==> config.mk <==
export PLATFORM = sky130hd
export DESIGN_NAME = cdb_arbiter
export DESIGN_NICKNAME = d
export VERILOG_FILES = /design/src/rtl/cdb_arbiter.sv
export SDC_FILE = /design/constraint.sdc
export NUM_CORES = 1
export LEC_CHECK = 0
export CAP_MARGIN = 10
export CORE_ASPECT_RATIO = 0.9
export CORE_MARGIN = 10
export CORE_UTILIZATION = 35
export CTS_CLUSTER_DIAMETER = 120
export CTS_CLUSTER_SIZE = 25
export DETAILED_ROUTE_END_ITERATION = 12
export GPL_ROUTABILITY_DRIVEN = 0
export HOLD_SLACK_MARGIN = 0.05
export PLACE_DENSITY = 0.86
export SYNTH_ARGS = -nofsm -noshare
export SYNTH_HDL_FRONTEND = slang
export SYNTH_SLANG_ARGS = --single-unit
==> constraint.sdc <==
create_clock -name clk -period 3.8 [get_ports clk]
set_clock_uncertainty 0.05 [all_clocks]
set_input_delay 0.76 -clock clk [delete_from_list [all_inputs] [get_ports clk]]
set_output_delay 0.76 -clock clk [all_outputs]
set_load 0.05 [all_outputs]
==> src/rtl/cdb_arbiter.sv <==
// cdb_arbiter: responder end of the CDB request/broadcast handshake.
// Picks at most one requesting functional unit per cycle by round-robin
// (unit order 0=ALU, 1=JUMP, 2=LS, 3=MUL, 4=DIV) and drives the registered
// Common Data Bus {ON, payload} for exactly one cycle per grant.
//
// Handshake: a unit raises req[i] with its result on payload[i]. It learns
// it was served only by seeing its own FU tag on cdb with ON=1. It must then
// drop req[i] within half a cycle. There is no stall: consumers take every
// broadcast.
//
// Optional feature: define CDB_ARB_STATS_EN to add the bcast_cnt,
// conflict_cnt and max_wait statistics outputs.

`ifndef NUM_CDBBITS
`define NUM_CDBBITS 39
`endif

module cdb_arbiter #(
  parameter int N_UNITS   = 5,
  parameter int PAYLOAD_W = `NUM_CDBBITS - 1
) (
  input  logic                           clk,
  input  logic                           rst,
  input  logic [N_UNITS-1:0]             req,
  input  logic [N_UNITS*PAYLOAD_W-1:0]   payload,
  output logic [PAYLOAD_W:0]             cdb,
  output logic [N_UNITS-1:0]             grant,
  output logic [N_UNITS-1:0]             pending
`ifdef CDB_ARB_STATS_EN
  ,
  output logic [31:0]                    bcast_cnt,
  output logic [31:0]                    conflict_cnt,
  output logic [7:0]                     max_wait
`endif
);

  localparam int PTR_W = (N_UNITS > 1) ? $clog2(N_UNITS) : 1;

  logic [N_UNITS-1:0] grant_q;
  logic [PAYLOAD_W:0] cdb_q;
  logic [PTR_W-1:0]   rr_ptr_q;

  // The holdoff mask is the registered grant: a unit shown on the bus this
  // cycle is still asserting req until its negedge logic drops it, so it
  // must sit out the edge ending this cycle.
  logic [N_UNITS-1:0] holdoff;
  logic [N_UNITS-1:0] eligible;

  logic               win_found;
  logic [PTR_W-1:0]   win_idx;
  logic [N_UNITS-1:0] grant_next;
  logic [PTR_W-1:0]   rr_ptr_next;
  logic [PAYLOAD_W-1:0] win_payload;

  assign holdoff  = grant_q;
  assign eligible = req & ~holdoff;
  assign pending  = eligible;
  assign grant    = grant_q;
  assign cdb      = cdb_q;

  // Round-robin search over eligible units starting at rr_ptr, wrapping.
  always_comb begin
    int idx;
    win_found = 1'b0;
    win_idx   = '0;
    idx       = 0;
    for (int k = 0; k < N_UNITS; k++) begin
      idx = int'(rr_ptr_q) + k;
      if (idx >= N_UNITS) begin
        idx = idx - N_UNITS;
      end
      if (!win_found && eligible[idx]) begin
        win_found = 1'b1;
        win_idx   = PTR_W'(idx);
      end
    end
  end

  // Winner decode: one-hot grant, next pointer and the winner's payload.
  always_comb begin
    grant_next  = '0;
    rr_ptr_next = rr_ptr_q;
    win_payload = payload[int'(win_idx)*PAYLOAD_W +: PAYLOAD_W];
    if (win_found) begin
      grant_next = N_UNITS'(1) << win_idx;
      if (int'(win_idx) == N_UNITS - 1) begin
        rr_ptr_next = '0;
      end else begin
        rr_ptr_next = win_idx + PTR_W'(1);
      end
    end
  end

  // Bus, grant and pointer registers; the payload is captured at the grant
  // edge, and an idle cycle zeroes the whole bus, not only the ON bit.
  always_ff @(posedge clk) begin
    if (rst) begin
      cdb_q    <= '0;
      grant_q  <= '0;
      rr_ptr_q <= '0;
    end else begin
      grant_q  <= grant_next;
      rr_ptr_q <= rr_ptr_next;
      if (win_found) begin
        cdb_q <= {1'b1, win_payload};
      end else begin
        cdb_q <= '0;
      end
    end
  end

`ifdef CDB_ARB_STATS_EN
  // Per-unit count of consecutive edges with req high and no win there.
  logic [7:0] wait_cnt  [N_UNITS];
  logic [7:0] wait_next [N_UNITS];
  logic [7:0] max_next;

  // Next wait counts (saturating at 255) and the running maximum.
  always_comb begin
    max_next = max_wait;
    for (int i = 0; i < N_UNITS; i++) begin
      wait_next[i] = 8'd0;
      if (req[i] && !grant_next[i]) begin
        wait_next[i] = (wait_cnt[i] == 8'hFF) ? 8'hFF : wait_cnt[i] + 8'd1;
      end
      if (wait_next[i] > max_next) begin
        max_next = wait_next[i];
      end
    end
  end

  // Statistics registers; the 32-bit counters wrap naturally.
  always_ff @(posedge clk) begin
    if (rst) begin
      bcast_cnt    <= '0;
      conflict_cnt <= '0;
      max_wait     <= '0;
      for (int i = 0; i < N_UNITS; i++) begin
        wait_cnt[i] <= '0;
      end
    end else begin
      if (grant_next != '0) begin
        bcast_cnt <= bcast_cnt + 32'd1;
      end
      if ($countones(eligible) >= 2) begin
        conflict_cnt <= conflict_cnt + 32'd1;
      end
      max_wait <= max_next;
      for (int i = 0; i < N_UNITS; i++) begin
        wait_cnt[i] <= wait_next[i];
      end
    end
  end
`endif

endmodule

=== After elaboration in Yosys (flattened, before gate mapping) ===
Cells that the tools add are included.

* Output and inout port bits: 49
* Bits of input ports: 197
* Flip-flop bits (word level): 47
* Word-level logic and storage cells: 72

* Multipliers: 1
* $lt $le $gt $ge: 10
* Equality and inequality tests: 1
* Multiplexer cells: 32
* Bitwise operators: 3
* Reduce and logical (&&, ||, !) cells: 9
* Shift operators: 2
* Add/subtract/negate cells: 10

{| class="wikitable"
|+ Operators with widths
! cell !! count
|-
| 190-bit by 10-bit indexed part select with 38-bit output || 1
|-
| 32-bit by 5-bit < comparator with 1-bit output (second input constant) || 5
|-
| 32-bit two-way mux || 5
|-
| 39-bit two-way mux || 1
|-
| 4-bit by 3-bit subtractor with 5-bit output (second input constant) || 4
|-
| 3-bit two-way mux || 6
|-
| 4-bit by 3-bit >= comparator with 1-bit output (second input constant) || 4
|-
| 1-bit binary-select mux with 3-bit select || 5
|-
| 1-bit two-way mux || 15
|-
| 3-bit by 2-bit adder with 4-bit output (second input constant) || 2
|-
| 3-bit by 5-bit multiplier with 8-bit output (second input constant) || 1
|-
| 5-bit AND || 1
|-
| 5-bit inverter || 1
|-
| 1-bit by 3-bit left shift with 5-bit output (first input constant) || 1
|-
| 3-bit by 1-bit adder with 4-bit output (second input constant) || 1
|-
| 3-bit by 3-bit adder with 4-bit output (second input constant) || 1
|-
| 1-bit logical AND || 4
|-
| 1-bit logical NOT || 4
|-
| 3-bit by 3-bit subtractor with 4-bit output (second input constant) || 1
|-
| 3-bit by 1-bit adder with 3-bit output (second input constant) || 1
|-
| 3-bit equality test (second input constant) || 1
|-
| 3-bit >= comparator (second input constant) || 1
|-
| 2-bit OR reduction || 1
|-
| 1-bit inverter || 1
|}

=== Longest topological paths before layout ===
Gate-level depths: netlist of run 1.

* Depth after elaboration: 21
* Gate-level depth with buffers: 17
* Depth with buffers taken out: 13

=== Least setup slack after synthesis of run 1 ===
Ideal clock, no wire load.

* Path type: register -> register
* Start: register rr_ptr_q[1]
* End: register cdb_q[0], in the netlist cdb[0]
* Data required time: 3.608 ns
* Stages on the path, launching flop included: 18
* Setup time: 0.142 ns
* Setup slack: -0.177 ns
* Period minus slack after synthesis: 3.977 ns
* Arrival: 3.786 ns
* Path buffers: 4
* Path through: dfxtp_1 -> clkbuf_1 -> inv_1 -> ha_1 -> inv_1 -> ha_1 -> clkbuf_1 -> or3_1 -> o211a_2 -> o2bb2ai_1 -> o211ai_1 -> nand2_1 -> or4_4 -> o21ai_4 -> buf_12 -> buf_12 -> mux2i_1 -> o221ai_2

* Word-level cells in the longest chain between the ends: 20
* Elaborated cells on any way between the ends: 56
* Classes of those cells: add/sub (9); mul (1); order compare (5); shift (1); mux (30); bitwise (1); reduce/logical (9)

{| class="wikitable"
|+ Ends and longest elaborated chain
! item !! RTL line !! source
|-
| from (decl) || 41 || <nowiki>logic [PTR_W-1:0] rr_ptr_q;</nowiki>
|-
| from (signal assigned) || 103 || <nowiki>rr_ptr_q <= rr_ptr_next;</nowiki>
|-
| branches (longest 20 deep; another with 4-bit by 3-bit subtractor with 5-bit output) || - ||
|-
| to (signal assigned) || 105 || <nowiki>cdb_q <= {1'b1, win_payload};</nowiki>
|-
| to (decl) || 40 || <nowiki>logic [PAYLOAD_W:0] cdb_q;</nowiki>
|}

Parallel ways; which one is timed is not known. The select of a mux whose other input is x is not followed.
A chain may end at the register's enable or synchronous reset.

=== Worst setup path in the final report of run 1 ===
* Start: input port req[3]
* End: register cdb_q[26], in the netlist cdb[26]

* Word-level cells in the longest chain between the ends: 19
* Elaborated cells on any way between the ends: 38
* Classes of those cells: mul (1); shift (1); mux (25); bitwise (2); reduce/logical (9)

{| class="wikitable"
|+ Ends and longest elaborated chain
! item !! RTL line !! source
|-
| from (decl) || 24 || <nowiki>input logic [N_UNITS-1:0] req,</nowiki>
|-
| 5-bit AND * || 56 || <nowiki>assign eligible = req & ~holdoff;</nowiki>
|-
| 1-bit binary-select mux with 3-bit select || 72 || <nowiki>if (!win_found && eligible[idx]) begin</nowiki>
|-
| 1-bit two-way mux (not written as such) (2 in a row) || 72 ||
|-
| 1-bit two-way mux || 72 ||
|-
| 1-bit logical NOT || 72 ||
|-
| 1-bit logical AND || 72 ||
|-
| 1-bit two-way mux || 72 ||
|-
| 1-bit logical NOT || 72 ||
|-
| [2 not listed] || - ||
|-
| 1-bit logical NOT || 72 ||
|-
| 1-bit logical AND || 72 ||
|-
| 1-bit two-way mux || 72 ||
|-
| 1-bit logical NOT || 72 ||
|-
| 1-bit logical AND || 72 ||
|-
| 3-bit two-way mux or 1-bit two-way mux (tied branches) || 72 ||
|-
| 3-bit by 5-bit multiplier with 8-bit output or 1-bit inverter (tied branches) || - ||
|-
| 190-bit by 10-bit indexed part select with 38-bit output or 2-bit OR reduction (tied branches) || - ||
|}

Every way passes the cells marked *; elsewhere a longest branch is shown, timed or not. The select of a mux whose other input is x is not followed.

==> flow_metrics.py, run 1 <==
metrics = {
    "outcome": {
        "outcome": "finished, final reports clean",
    },
    "detailed_routing": {
        "post_drt_wl_per_cell_um": 23.3,
        "num_vias": 4938,
        "vias_per_cell": 5.56,
        "ant_nets": 0,
        "drtPass1Iterations": 5,
        "first_iter_violations": 385,
        "drcViolationCount": 0,
        "routed_wl_mm": 20.7,
    },
    "yosys": {
        "ys_top_cells_by_area": "dfxtp_1, mux2i_1, o221ai_2, nand2_1, ha_1",
        "synth_top_area_frac": 0.231,
        "syn_nets": 638,
        "yosysWarnings": 0,
        "ys_ff_latch": 47,
        "postSynthCellCount": 429,
        "async_reset_ff_frac": 0,
        "ys_seq_area_frac": 0.231,
        "synth_edf_count": 0,
        "syn_avg_cell_area_um2": 9.51,
        "ys.flop_type": "dfxtp_1",
        "synth_area_um2": 4080,
        "yosys.area.top_type": "dfxtp_1",
        "yosysUniqueCellTypes": 72,
    },
    "worst_setup_path": {
        "cpPeakStageDelay_ns": 0.50,
        "critPathArrivalTime_ns": 3.86,
        "path_buf_inv": 5,
        "path_class": "in -> reg",
        "worst_setup_path_start_kind": "input port",
        "critical_path.top_delay_family": "compound AO/OA/AOI/OAI gates",
        "required_ns": 3.91,
        "critPathCaptureType": "register",
        "crit_fanout": 5,
        "path_cells": "clkdlybuf4s50_1 > or3b_1 > a21oi_1 > a221o_1 > a221oi_4 > buf_4 > o221a_2 > a211oi_1 > buf_4 > o21ai_4 > clkbuf_16 > buf_4 > mux2i_1 > o221ai_1",
        "crit_path_top_delay_cell": "clkdlybuf4s50_1",
        "cpMostUsedCell": "buf_4",
    },
    "cells_and_area": {
        "final_common_cell": "clkdlybuf4s50_1",
        "fin_nets": 939,
        "drive_gt1_frac": 0.259,
        "layout_common_cells": "clkdlybuf4s50_1, mux2i_1, buf_4, nand2_1, dfxtp_1",
        "nFillCells": 848,
        "syn_to_final_growth_pct": 93.2,
        "post-route-cell-area_um2": 7880,
    },
    "global_route": {
        "grt_usage": 0.215,
        "grt_pass1_vias": 5127,
        "antenna_found_initial": 0,
        "grt_pass1_wl_mm": 28.3,
        "overflow": 0,
        "grt_max_degree": 32,
    },
    "clock_network": {
        "cts_tree": "yes",
        "clock_path_buffers": 2,
        "ctsRootBufferMaster": "clkbuf_16",
        "worstSkewPairLatency_ns": 0.29,
        "cts.clk_slew.worst_paths_ns": 0.07,
        "postCtsHoldBufs": 0,
        "cts_made_buffers": 5,
        "numClockSinks": 47,
        "h-tree-depth": 2,
    },
    "placement": {
        "place_ws_ns": -0.182,
        "place_area_um2": 7070,
        "place.port_buffers": 245,
        "hpwl_mm": 16.1,
    },
    "sta": {
        "setup_ws_ns": 0.0423,
        "setup_viol": 0,
        "worst_pin_slew_ns": 0.623,
        "fin_crit_ns": 3.76,
        "setup_tns_ns": 0,
        "max_freq_ghz": 0.266,
        "slew_headroom": 0.584,
        "hold_viol": 0,
        "finalCritPeriodShare": 0.989,
        "maxSlewViolCount": 0,
    },
    "hold_path": {
        "hp-class": "reg -> reg",
    },
    "floorplan": {
        "initial_utilization": 0.357,
        "die-area_um2": 16400,
        "rows": 37,
        "ios": 246,
        "die_w_um": 134,
        "core_area_um2": 11400,
        "die_h_um": 122,
    },
    "power": {
        "power_density_nw_per_um2": 1440,
        "leakage_uw": 0.00312,
        "ir_drop_uv": 814,
    },
    "flow_run": {
        "max_cap_viol_count": 0,
    },
}
[flip-flops by register name (all words and copies together) (netlist names)]
name      cells
cdb          39
grant         5
rr_ptr_q      3
[routing by layer]
| layer | wire length, µm | global-route usage | vias to the layer above |
|---|---|---|---|
| li1 | - | - | 2256 |
| met1 | 7500 | 0.231 | 2362 |
| met2 | 11000 | 0.402 | 277 |
| met3 | 1830 | 0.0694 | 43 |
| met4 | 349 | 0.0482 | 0 |
| met5 | 0 | 0 | - |
[Yosys cell counts, types with 6 or more instances]
master / instances
mux2i_1: 82
nand2_1: 54
dfxtp_1: 47
o221ai_2: 29
a21oi_1: 16
nor2_1: 13
nor2b_1: 13
ha_1: 12
buf_2: 10
o221ai_1: 9
inv_1: 8
o211ai_1: 7
clkbuf_1: 6
nand2b_1: 6
[what timing repair did]
| action | CTS | global route |
|---|---|---|
| gates resized for setup | 1 | 83 |
| endpoints found under the setup margin | 3 | 41 |
| setup buffers | 0 | 10 |
| pin swaps | 0 | 19 |
| gates cloned | 0 | 7 |
| endpoints found under the hold margin | 0 | 0 |
[cells by family after synthesis]
| kind of cell | count (synthesis) | share of synthesized area |
|---|---|---|
| AOI/OAI and AO/OA | 111 | 0.272 |
| xor gates and xnor gates | 6 | 0.0147 |
| adders and majority gates | 12 | 0.0368 |
| buffers and inverters | 36 | 0.0641 |
| DFF | 47 | 0.231 |
| muxes | 83 | 0.204 |
| and+or+nand+nor | 134 | 0.178 |
[worst reg2reg max path: stages, from the launching register on]
cell and delay [ns]:
dfxtp_4 0.40, clkinvlp_4 0.12, buf_6 0.15, ha_2 0.19, a211oi_4 0.36, nand2_4 0.09, buf_8 0.14, buf_4 0.15
a311oi_4 0.37, buf_4 0.20, o221a_2 0.19, a211oi_1 0.05, buf_4 0.16, o21ai_4 0.28, clkbuf_16 0.22, buf_4 0.13
mux2i_1 0.23, o221ai_1 0.15
[path summary, 6_finish.rpt]
path / start / endpoint / slack [ns] / cells past startpoint
max: req[3] / cdb[26] / 0.04 / 14
max reg2reg: rr_ptr_q[1] / cdb[26] / 0.05 / 17
min reg2reg: rr_ptr_q[1] / rr_ptr_q[1] / 0.49 / 2
min: rr_ptr_q[1] / rr_ptr_q[1] / 0.49 / 2
[through the flow]
stage / power [µW] / utilization / hold slack, ns / instances
4_1_cts: 9330 / 0.631 / 0.468 / 870
2_1_floorplan: 6510 / - / 0.572 / 429
3_5_place_dp: 8850 / 0.618 / 0.458 / 862
6_report: 11300 / 0.689 / 0.485 / 888
3_3_place_gp: 8560 / 0.618 / 0.448 / 862
5_1_grt: 11900 / 0.689 / 0.512 / 887
[final cells by class]
cell class / instances / area (µm²) / share of cell area
timing repair buffer: 322 / 3290 / 0.417
clock inverter: 3 / 22.5 / 0.00286
tap: 156 / 195 / 0.0248
inverter: 8 / 33.8 / 0.00429
sequential: 47 / 946 / 0.120
clock buffer: 5 / 125 / 0.0159
multi-input combinational: 346 / 3270 / 0.415
antenna: 1 / 2.50 / 0.000317
[power breakdown]
group	leakage [µW]	internal [µW]	switching, µW	total, µW
registers	0.000391	737	88.0	825
logic	0.00265	5150	4910	10100
clock network	0.0000742	247	206	452
total	0.00312	6130	5200	11300
No activity file was read; power rests on OpenSTA's default activity.
==> run 2: changes to the inputs <==
Settings changed: CAP_MARGIN 10 to default, GPL_ROUTABILITY_DRIVEN 0 to default, SLEW_MARGIN from default to 20.
==> run 2 against run 1 <==
Against the previous run: the run now ends with negative setup slack left; hold slack lost 0.031 ns; non-clock buffer count grew 11; die area is the same; wire length shrank 0.46%; critical path type is now reg -> reg; critical endpoint is now cdb[15].
==> flow_metrics.py, run 2 (synthesis gave the netlist of run 1 again) <==
metrics = {
    "outcome": {
        "outcome": "finished, violations left",
        "violations": "negative setup slack",
    },
    "global_route": {
        "grt_pass1_wl_mm": 28.3,
        "antenna_found_initial": 1,
        "overflow": 0,
        "grt_max_degree": 38,
        "grt_usage": 0.215,
        "grt_pass1_vias": 5183,
    },
    "worst_setup_path": {
        "reg2reg_from": "rr_ptr_q[1]",
        "path_class": "reg -> reg",
        "reg2reg_slack_ns": -0.02,
        "critPathArrivalTime_ns": 3.94,
        "path_cells": "clkinvlp_4 > ha_2 > inv_1 > ha_4 > or3_4 > o211a_2 > buf_4 > o311ai_1 > o211ai_1 > and4bb_1 > a211oi_4 > o21ai_4 > buf_4 > clkbuf_16 > buf_4 > mux2i_1 > o221ai_2",
        "path_buf_inv": 6,
        "reg2reg_depth": 17,
        "cpPeakStageDelay_ns": 0.38,
        "cpMostUsedCell": "buf_4",
        "crit_path_top_delay_cell": "dfxtp_4",
        "worst_setup_path_start_kind": "register",
        "cp.depth": 17,
        "crit_fanout": 6,
        "critPathCaptureType": "register",
        "required_ns": 3.92,
        "reg2reg_to": "cdb[15]",
        "critical_path.top_delay_family": "compound AO/OA/AOI/OAI gates",
    },
    "cells_and_area": {
        "largest_reg_flops": 39,
        "syn_to_final_growth_pct": 95.0,
        "nFillCells": 854,
        "drive_gt1_frac": 0.252,
        "final_common_cell": "clkdlybuf4s50_1",
        "layout_common_cells": "clkdlybuf4s50_1, buf_4, mux2i_1, nand2_1, dfxtp_1",
        "fin_nets": 950,
    },
    "power": {
        "p_seq_frac": 0.069,
        "p_int_uw": 6680,
        "pwr-share-clk": 0.039,
        "power_density_nw_per_um2": 1500,
        "swShare": 0.441,
        "ir_drop_uv": 913,
        "leakage_uw": 0.00316,
        "pwr-share-comb": 0.892,
        "power_switching_uw": 5280,
    },
    "detailed_routing": {
        "drtPass1Iterations": 5,
        "first_iter_violations": 399,
        "met2WireLength_mm": 10.8,
        "dr_wl_met3_mm": 1.60,
        "ant_nets": 0,
        "num_vias": 4953,
        "routedLengthMet1_mm": 7.55,
        "vias_per_cell": 5.51,
        "post_drt_wl_per_cell_um": 22.9,
        "drcViolationCount": 0,
        "top_layer": "met4",
        "routed_wl_mm": 20.6,
    },
    "sta": {
        "maxSlewViolCount": 0,
        "hold_viol": 0,
        "fin_crit_ns": 3.82,
        "holdWs_ns": 0.454,
        "max_freq_ghz": 0.262,
        "rsz0062_at_grt": "true",
        "worst_pin_slew_ns": 0.644,
        "finalCritPeriodShare": 1.01,
        "slew_headroom": 0.569,
        "setup_tns_ns": -0.0194,
        "setup_ws_ns": -0.0194,
        "setup_viol": 1,
    },
    "placement": {
        "place_ws_ns": -0.170,
        "globalplace.congestion": 0.924,
        "place.port_buffers": 245,
        "hpwl_mm": 16.1,
    },
    "flow_run": {
        "max_cap_viol_count": 0,
    },
    "floorplan": {
        "die_w_um": 134,
        "rows": 37,
        "initial_utilization": 0.357,
        "die_h_um": 122,
        "die-area_um2": 16400,
        "core_area_um2": 11400,
        "ios": 246,
    },
    "clock_network": {
        "h-tree-depth": 2,
        "clock_path_buffers": 2,
        "worstSkewPairLatency_ns": 0.29,
        "cts.clk_slew.worst_paths_ns": 0.08,
        "cts_tree": "yes",
        "postCtsHoldBufs": 0,
        "ctsRootBufferMaster": "clkbuf_16",
        "numClockSinks": 47,
        "cts_made_buffers": 5,
    },
    "hold_path": {
        "min_path_cells": 2,
        "hp-class": "reg -> reg",
        "worstHoldEndpoint": "rr_ptr_q[1]",
        "hp-start": "rr_ptr_q[1]",
    },
}
run 2: changes by cell type in the layout (fill, tap and decap cells not counted), sizes merged:
cell / delta
dlymetal6s2s: -1
clkinv: -2
inv: +1
clkinvlp: +1
clkdlybuf4s50: +1
buf: +11
run 2: worst max path at each step:
stage | startpoint | to
floorplan | rr_ptr_q[1] | cdb[0]
global placement | req[2] | cdb[11]
detailed placement | req[2] | cdb[13]
CTS | rr_ptr_q[1] | cdb[13]
global route | rr_ptr_q[1] | cdb[15]
finish | rr_ptr_q[1] | cdb[15]
run 2: power groups by stage:
stage          sequential, µW  clock, µW  combinational (µW)
2_1_floorplan            1380          0                5140
3_3_place_gp              821          0                7980
3_5_place_dp              826          0                8240
4_1_cts                   817        477                8270
5_1_grt                   835        504               11200
6_report                  820        471               10700
run 2: routing by layer:
layer  GRT usage  up-vias
met4      0.0530        0
met2       0.407      259
met3      0.0723       45
li1            -     2280
met5           0        -
met1       0.226     2369
run 2: timing repair:
item	in CTS	in global routing
setup endpoints to repair	0	40
setup buffers	0	10
gates resized for setup	0	69
run 2: final cells by class:
cell class                      count  area, µm²  area share
Clock buffer                        5        125      0.0157
Sequential cell                    47        945       0.119
Inverter                            8       33.8     0.00425
Tap cell                          156        195      0.0245
Timing Repair Buffer              333       3420       0.430
Antenna cell                        1       2.50    0.000315
Clock inverter                      3       25.0     0.00315
Multi-Input combinational cell    346       3210       0.404
run 2: worst register-to-register path, delay by kind of cell, from the launching register on:
family          cells  cell delay (ns)
fa+ha+maj           2             0.40
compound gates      6             1.14
mux                 1             0.24
simple gates        2             0.66
buf+inv             6             0.83
flops               1             0.38
run 2: through the flow:
stage                      util  instance area, µm²  power, µW  cells
after floorplan               -                4100       6510    429
after global placement    0.630                7200       8810    873
after detailed placement  0.630                7200       9070    873
after CTS                 0.643                7350       9560    881
after global routing      0.696                7960      12600    899
final                     0.696                7960      12000    899
